<file path="config.mk">
export PLATFORM = sky130hd
export DESIGN_NAME = profcnt_event_arbiter
export DESIGN_NICKNAME = d
export VERILOG_FILES = /design/src/rtl/profcnt_event_arbiter.sv
export SDC_FILE = /design/constraint.sdc
export NUM_CORES = 1
export LEC_CHECK = 0
export CORE_ASPECT_RATIO = 0.6
export CORE_UTILIZATION = 49
export CTS_CLUSTER_DIAMETER = 30
export DETAILED_ROUTE_END_ITERATION = 16
export GPL_TIMING_DRIVEN = 0
export PLACE_DENSITY = 0.8
export SLEW_MARGIN = 40
export SYNTH_ARGS = -nofsm -noshare
export SYNTH_HDL_FRONTEND = slang
export SYNTH_SLANG_ARGS = --single-unit
</file>
<file path="constraint.sdc">
create_clock -name clk -period 3.25 [get_ports clk]
set_input_delay 0.65 -clock clk [delete_from_list [all_inputs] [get_ports clk]]
set_output_delay 0.65 -clock clk [all_outputs]
set_load 0.02 [all_outputs]
</file>
<file path="src/rtl/profcnt_event_arbiter.sv">
// Round-robin arbiter feeding one profiling event FIFO from NUM_SRC one-entry event slots.
// Late events on an occupied slot are dropped and tallied in per-source saturating counters.
module profcnt_event_arbiter #(
    parameter int NUM_SRC       = 4,
    parameter int ID_WIDTH      = 2,
    parameter int PAYLOAD_WIDTH = 30,
    parameter int DROP_WIDTH    = 16
) (
    input  logic                              clk,
    input  logic                              rst_n,
    input  logic                              enable,
    input  logic                              clear_drops,
    input  logic [NUM_SRC-1:0]                src_event,
    input  logic [NUM_SRC*PAYLOAD_WIDTH-1:0]  src_data,
    input  logic                              fifo_full,
    output logic                              fifo_enqueue,
    output logic [ID_WIDTH+PAYLOAD_WIDTH-1:0] fifo_back,
    output logic [NUM_SRC-1:0]                pending,
    output logic [NUM_SRC*DROP_WIDTH-1:0]     drop_count
);

    localparam int IW = $clog2(NUM_SRC);

    logic [NUM_SRC-1:0]       pending_q, pending_d;
    logic [PAYLOAD_WIDTH-1:0] data_q [NUM_SRC];
    logic [PAYLOAD_WIDTH-1:0] data_d [NUM_SRC];
    logic [DROP_WIDTH-1:0]    drop_q [NUM_SRC];
    logic [DROP_WIDTH-1:0]    drop_d [NUM_SRC];
    logic [IW-1:0]            last_q, last_d;
    logic [IW-1:0]            win;
    logic                     found;
    logic                     grant;

    // First pending slot searching upward from last_q+1, wrapping at NUM_SRC.
    always_comb begin
        int sum;
        win   = '0;
        found = 1'b0;
        sum   = 0;
        for (int k = 1; k <= NUM_SRC; k++) begin
            sum = int'(last_q) + k;
            if (sum >= NUM_SRC) begin
                sum = sum - NUM_SRC;
            end
            if (!found && pending_q[IW'(sum)]) begin
                found = 1'b1;
                win   = IW'(sum);
            end
        end
    end

    // Gating with rst_n keeps the write strobe low before the first reset edge.
    assign grant        = rst_n & enable & ~fifo_full & found;
    assign fifo_enqueue = grant;
    assign fifo_back    = {ID_WIDTH'(win), data_q[win]};
    assign last_d       = grant ? win : last_q;

    generate
        for (genvar gi = 0; gi < NUM_SRC; gi++) begin : g_slot
            logic granted;
            logic load;
            logic drop;

            assign granted = grant && (win == IW'(gi));
            // A granted slot frees itself this edge, so a same-cycle event refills it instead of dropping.
            assign load    = src_event[gi] && (!pending_q[gi] || granted);
            assign drop    = src_event[gi] && pending_q[gi] && !granted;

            assign pending_d[gi] = load | (pending_q[gi] & ~granted);
            assign data_d[gi]    = load ? src_data[gi*PAYLOAD_WIDTH +: PAYLOAD_WIDTH] : data_q[gi];
            assign drop_d[gi]    = clear_drops ? '0 :
                                   (drop && (drop_q[gi] != '1)) ? drop_q[gi] + 1'b1 : drop_q[gi];

            assign pending[gi]                              = pending_q[gi];
            assign drop_count[gi*DROP_WIDTH +: DROP_WIDTH]  = drop_q[gi];
        end
    endgenerate

    always_ff @(posedge clk) begin
        if (!rst_n) begin
            pending_q <= '0;
            last_q    <= IW'(NUM_SRC - 1);
            for (int i = 0; i < NUM_SRC; i++) begin
                data_q[i] <= '0;
                drop_q[i] <= '0;
            end
        end else begin
            pending_q <= pending_d;
            last_q    <= last_d;
            for (int i = 0; i < NUM_SRC; i++) begin
                data_q[i] <= data_d[i];
                drop_q[i] <= drop_d[i];
            end
        end
    end

endmodule
</file>
==> flow_metrics.py, run 1 <==
metrics = {
    "grt": {
        "grt-ovfl-total": 0,
        "grt_pass1_wl_um": 39500,
        "antenna_found_initial": 1,
        "grtUsageTotal": 0.277,
        "grt_pass1_vias": 7095,
        "grt_max_degree": 31,
    },
    "route": {
        "first_pass_iters": 5,
        "avgRoutedWirePerCell_um": 19.1,
        "postRouteAntennaNets": 0,
        "wirelength_um": 26200,
        "drt_iter0_markers": 730,
        "dr_total_vias": 7666,
        "avgViaCountPerCell": 5.60,
        "post-route-drc-count": 0,
    },
    "power": {
        "power_mw": 5.89,
        "power.leakage_nw": 4.49,
        "ir_drop_v": 0.000404,
        "powerDensity_mw_per_mm2": 472,
    },
    "logic_synthesis": {
        "ys_seq_area_frac": 0.560,
        "synth_most_common_cell": "and2_1",
        "synth_common_cells": "and2_1 (131), edfxtp_1 (120), nand2_1 (97)",
        "ys.flop_type": "edfxtp_1",
        "synth_edf_count": 120,
        "ys.warnings.count": 0,
        "postSynthCellCount": 858,
        "synthTopCellsByArea": "edfxtp_1 (40%), dfxtp_1 (16%), and2_1 (9.2%)",
        "yosysTopAreaCell": "edfxtp_1",
        "synth.avg_cell_area_um2": 10.4,
        "syn-cell-area_mm2": 0.00894,
        "synth_top_area_share": 0.403,
        "yosysUniqueCellTypes": 57,
        "syn_nets": 991,
        "ys_async_sr_fraction": 0,
        "ys_ff_latch": 190,
    },
    "critical_path": {
        "critPathMaxStageDelay_ps": 420,
        "crit_arrival_ps": 2570,
        "endpoint": "fifo_back[3]",
        "slowest_stage": "a311oi_2",
        "reg2reg_depth": 7,
        "crit-reg2reg-launch": "pending[1]",
        "path_cells": "or2_1 > a311oi_2 > buf_6 > clkbuf_4 > a211oi_1 > a31oi_1 > buf_2",
        "crit_path_end_kind": "output pin",
        "worst-path-max-fanout": 10,
        "critPathLaunchType": "register",
        "rrSetupSlack_ps": 480,
        "cp.required_ps": 2600,
        "crit_type": "register to output pin",
        "startpoint": "pending[1]",
        "r2r-end": "data_q[2][28]",
    },
    "clocking": {
        "clock_sinks": 190,
        "cts_tree": "built",
        "holdBufCountCts": 0,
        "cts_htree_levels": 4,
        "clk_pin_slew_ps": 70,
        "clk_path_buf_depth": 2,
        "worstSkewPairLatency_ps": 430,
        "root_buffer": "clkbuf_16",
        "cts_made_buffers": 17,
    },
    "floorplanning": {
        "initial_core_util": 0.511,
        "die_area_mm2": 0.0188,
        "num_rows": 37,
        "core_area_mm2": 0.0175,
        "ios": 230,
        "dieWidth_um": 176,
        "fp.dieH_um": 107,
    },
    "flow_run": {
        "drv_cap": 0,
    },
    "worst_hold_path": {
        "hold_depth": 2,
        "min-delay-path-class": "register to register",
    },
    "layout": {
        "antenna_cells": 0,
        "fillers": 1308,
        "syn_to_final_growth_pct": 39.5,
        "layout-drive-gt1-share": 0.150,
        "nets": 1255,
    },
    "placed_design": {
        "io_buffers": 229,
        "dp_hpwl_um": 18700,
        "place.gp.congestion": 0.899,
    },
    "outcome": {
        "outcome": "finished clean",
    },
    "timing": {
        "finalCritPeriodShare": 0.991,
        "relSlewSlack": 0.467,
        "worst_slew_pin_slew_ps": 797,
        "hold_slack_ps": 512,
        "min_period_ps": 3220,
        "hold_viol": 0,
        "final.setup.tns_ps": 0,
        "slew_violations": 0,
        "fmax_mhz": 311,
        "finalSetupViolCount": 0,
        "skew_ps": 16.3,
    },
}
metal layers:
layer  wire [µm]  global-route usage
met1       12300               0.424
met2       11600               0.413
met3        2020              0.0450
met4         250              0.0548
met5          13                   0
placed cells by master, fill, tap and decap left out, types with 14 or more instances in the layout:
| cell | synthesis | routed |
|---|---|---|
| a211oi_1 | 41 | 18 |
| a211oi_2 | 1 | 24 |
| a21oi_1 | 27 | 25 |
| a31oi_1 | 33 | 29 |
| and2_0 | 23 | 22 |
| and2_1 | 131 | 132 |
| and3_1 | 16 | 16 |
| buf_2 | 16 | 27 |
| buf_4 | 4 | 26 |
| clkbuf_1 | 28 | 15 |
| clkbuf_16 | 0 | 17 |
| clkdlybuf4s50_1 | 0 | 197 |
| dfxtp_1 | 70 | 67 |
| edfxtp_1 | 120 | 120 |
| inv_1 | 14 | 14 |
| nand2_1 | 97 | 93 |
| nand3_1 | 27 | 27 |
| nor2_1 | 46 | 45 |
| o21ai_0 | 19 | 19 |
| or3_1 | 16 | 16 |
| xnor2_1 | 17 | 17 |
how the worst min path moves through the flow:
stage / from / endpoint
finish: drop_q[3][15] / drop_q[3][15]
global placement: last_q[0] / last_q[0]
global route: drop_q[3][12] / drop_q[3][12]
floorplan: last_q[0] / last_q[0]
detailed placement: drop_q[3][15] / drop_q[3][15]
CTS: last_q[0] / last_q[0]
where the power goes:
| part | internal, mW | switching, mW |
|---|---|---|
| logic | 0.474 | 0.638 |
| clock network | 1.02 | 1.01 |
| registers | 2.70 | 0.0466 |
cell type report:
cell class	count	area, µm²	area share
multi-input combinational	604	3880	0.311
inverter	16	60.1	0.00481
clock buffer	17	425	0.0341
timing repair buffer	245	2350	0.188
tap	234	293	0.0235
buffer	48	307	0.0246
clock inverter	15	150	0.0120
sequential	190	5020	0.402
registers in the layout (all words and copies together) (netlist names):
name     cells
data_q     120
pending      4
drop_q      64
last_q       2
metrics by stage:
stage	setup WS [ps]	utilization	area, µm²	instances
finish	29.8	0.713	12500	1369
global route	-20.1	0.713	12500	1369
CTS	-46.0	0.708	12400	1362
detailed placement	-578	0.663	11600	1323
global placement	-615	0.659	11500	1321
floorplan	241	-	8940	858
cell families after synthesis:
kind of cell,Yosys count,share of synthesized area
compound gates,161,0.129
xor+xnor,29,0.0284
fa+ha+maj,4,0.00560
buf+inv,64,0.0308
flops,190,0.560
mux,3,0.00336
simple gates,407,0.244
worst max-delay path: cells and delay by family, from the launching register on:
family | cells | cell delay, ps
simple gates | 1 | 260
buf+inv | 3 | 730
flops | 1 | 400
compound gates | 3 | 770
repair_timing:
item	4_1_cts	5_1_grt
resized for setup	201	41
pin swaps	7	2
setup buffers	7	7
endpoints found under the setup margin	33	31
Power figures use the tool's default switching activity.
==> run 2, diff against run 1 <==
CTS_CLUSTER_SIZE = 16   (was not set)
==> results of run 2 <==
No change in the layout: final DEF, timing and power equal those of run 1.
==> RTL edit (flow settings as in run 2) <==
The parameter `DROP_WIDTH` goes from 16 to 24.
--- a/src/rtl/profcnt_event_arbiter.sv
+++ b/src/rtl/profcnt_event_arbiter.sv
@@ -4,7 +4,7 @@
     parameter int NUM_SRC       = 4,
     parameter int ID_WIDTH      = 2,
     parameter int PAYLOAD_WIDTH = 30,
-    parameter int DROP_WIDTH    = 16
+    parameter int DROP_WIDTH    = 24
 ) (
     input  logic                              clk,
     input  logic                              rst_n,
Interface: changed (resized drop_count); port bits go from 230 to 262. No check against the original RTL was run, so the function may have changed too.
==> RTL edit against run 2 <==
  * Power rose by 43%
  * Routed wire length rose by 24%
  * Clock skew rose by 0.0074 ns
  * Setup slack improved by 0.040 ns
  * Sequential cell count rose by 32
  * Synthesized area rose by 18%
  * Cell count rose by 24%
  * Global-route usage rose by 1.3 points
  * Design area rose by 21%
  * Largest cell class unchanged
  * Largest power group is now clock
==> RTL edit: results (changes against run 2) <==
- Maximum vdd drop: 0.471 mV (+17%)
- Most frequent cells after synthesis: nand2_1 (191), and2_1 (124), edfxtp_1 (120)
- Worst Tran Pin Value: 0.797 ns (-0.00000328 ns)
- Worst-Skew Late Latency: 0.50 ns (+0.07 ns)
- Sequential fraction of the synthesis area: 53.7% (-2.3 points)
- Leak: 5.52 nW (+23%)
- Clk pin slew, worst setup/hold paths: 0.05 ns (-0.02 ns)
- Total CTS buffers: 38 (+21)
- Synth unique cells: 59 (+3.5%)
- Ys Warns: 0 (unchanged)
- Detailed placement HPWL: 23.2 mm (+24%)
- Syn_nets: 1225 (+24%)
- H-tree depth: 2 (-2)
- Gpl congestion: 0.875 (-2.7%)
- Setup Skew: 0.0237 ns (+0.00738 ns)
- Post-synth EDFFs: 120 (unchanged)
- Fin nets: 1531 (+22%)
- Global-route wire length before repair: 48.6 mm (+23%)
- Via-to-Cell Ratio: 5.56 (-0.74%)
- Cells on worst reg2reg path: 9 (+2)
- DRT iter0 DRCs: 740 (+1.4%)
- Worst reg2reg path startpoint: pending[0]$_SDFF_PN0_
- Cell count after synthesis: 1092 (+27%)
- Status: complete, no violations
- Max Fclk: 314 MHz (+1.3%)
- Clock Path Buffers: 3 (+1)
- Primary FF master, synth: edfxtp_1
- I/O Buffers: 261 (+14%)
- Cell Area, Placed: 13500 um^2 (+16%)
- Worst reg-to-reg setup slack: 0.50 ns (+0.02 ns)
- Critical Path Sink: fifo_back[31]
- Layout cell share with drive strength beyond 1: 12.6% (-2.3 points)
- Synth area leaders: edfxtp_1 (34%), dfxtp_1 (19%), and2_1 (7.4%), nand2_1 (6.8%), and3_1 (3.0%)
- Vias in the first global route: 8671 (+22%)
- GRT Overall Usage: 29.0% (+1.3 points)
- Pre-CTS setup slack: -0.614 ns (-0.0355 ns)
- Crit Reg-Reg Endpoint: data_q[3][22]$_SDFFCE_PN0P_
- Crit path DAT: 2.53 ns (-0.04 ns)
- Final wirelength: 32.4 mm (+24%)
- Placed cells: 1632 (+23%)
- Initial antenna violation count: 0 (-1)
## RTL edit: logic make-up after synthesis
kind of cell / count (synthesis) / synth area share [%]
AOI/OAI and AO/OA: 133 / 8.69
xor gates and xnor gates: 54 / 4.49
adders and majority gates: 4 / 0.476
buffers and inverters: 77 / 3.17
DFF: 222 / 53.7
muxes: 4 / 0.381
and+or+nand+nor: 598 / 29.1
## RTL edit: power by group
part | internal, mW | total (mW) | switching [mW]
Combinational | 0.476 | 1.15 | 0.678
Clock | 2.72 | 4.10 | 1.37
Sequential | 3.10 | 3.14 | 0.0428
Total | 6.30 | 8.39 | 2.09
## RTL edit: how the worst min path moves through the flow
| stage | start | to | slack [ns] |
|---|---|---|---|
| after CTS | drop_q[1][1]$_SDFFE_PP0P_ | drop_q[1][1]$_SDFFE_PP0P_ | 0.50 |
| after global placement | drop_q[1][1]$_SDFFE_PP0P_ | drop_q[1][1]$_SDFFE_PP0P_ | 0.48 |
| after detailed placement | drop_q[1][1]$_SDFFE_PP0P_ | drop_q[1][1]$_SDFFE_PP0P_ | 0.49 |
| final | drop_q[1][1]$_SDFFE_PP0P_ | drop_q[1][1]$_SDFFE_PP0P_ | 0.49 |
| after global routing | drop_q[1][1]$_SDFFE_PP0P_ | drop_q[1][1]$_SDFFE_PP0P_ | 0.52 |
| after floorplan | last_q[0]$_SDFFE_PN1P_ | last_q[0]$_SDFFE_PN1P_ | 0.52 |
## RTL edit: timing repair
action	in CTS	in global routing
hold endpoints to repair	0	0
pin swaps	3	2
hold buffers	0	0
setup buffers	5	1
gates resized for setup	202	36
endpoints found under the setup margin	32	31
## RTL edit: layout make-up
cell class,instances,area (um^2)
repair buffers,267,2560
well taps,279,349
inverters,17,68.8
clock inverters,18,215
flip-flops and latches,222,5650
plain buffers,59,363
clock buffers,49,1110
multi-input cells,793,4740
fillers,1554,5980
## RTL edit: critical path, stage by stage (launching register included)
cell and delay (ns):
dfxtp_2 0.34, buf_6 0.14, or2_0 0.20, a311o_1 0.32
buf_6 0.15, clkinv_4 0.09, buf_2 0.36, dlygate4sd2_1 0.43
## RTL edit: per-layer routing
metal	up-vias	track usage [%]	wire length, um
met1	4479	43.3	15200
met3	38	6.63	2920
met2	452	42.7	13800
met5	-	0	0
met4	0	6.72	438
li1	4502	-	-
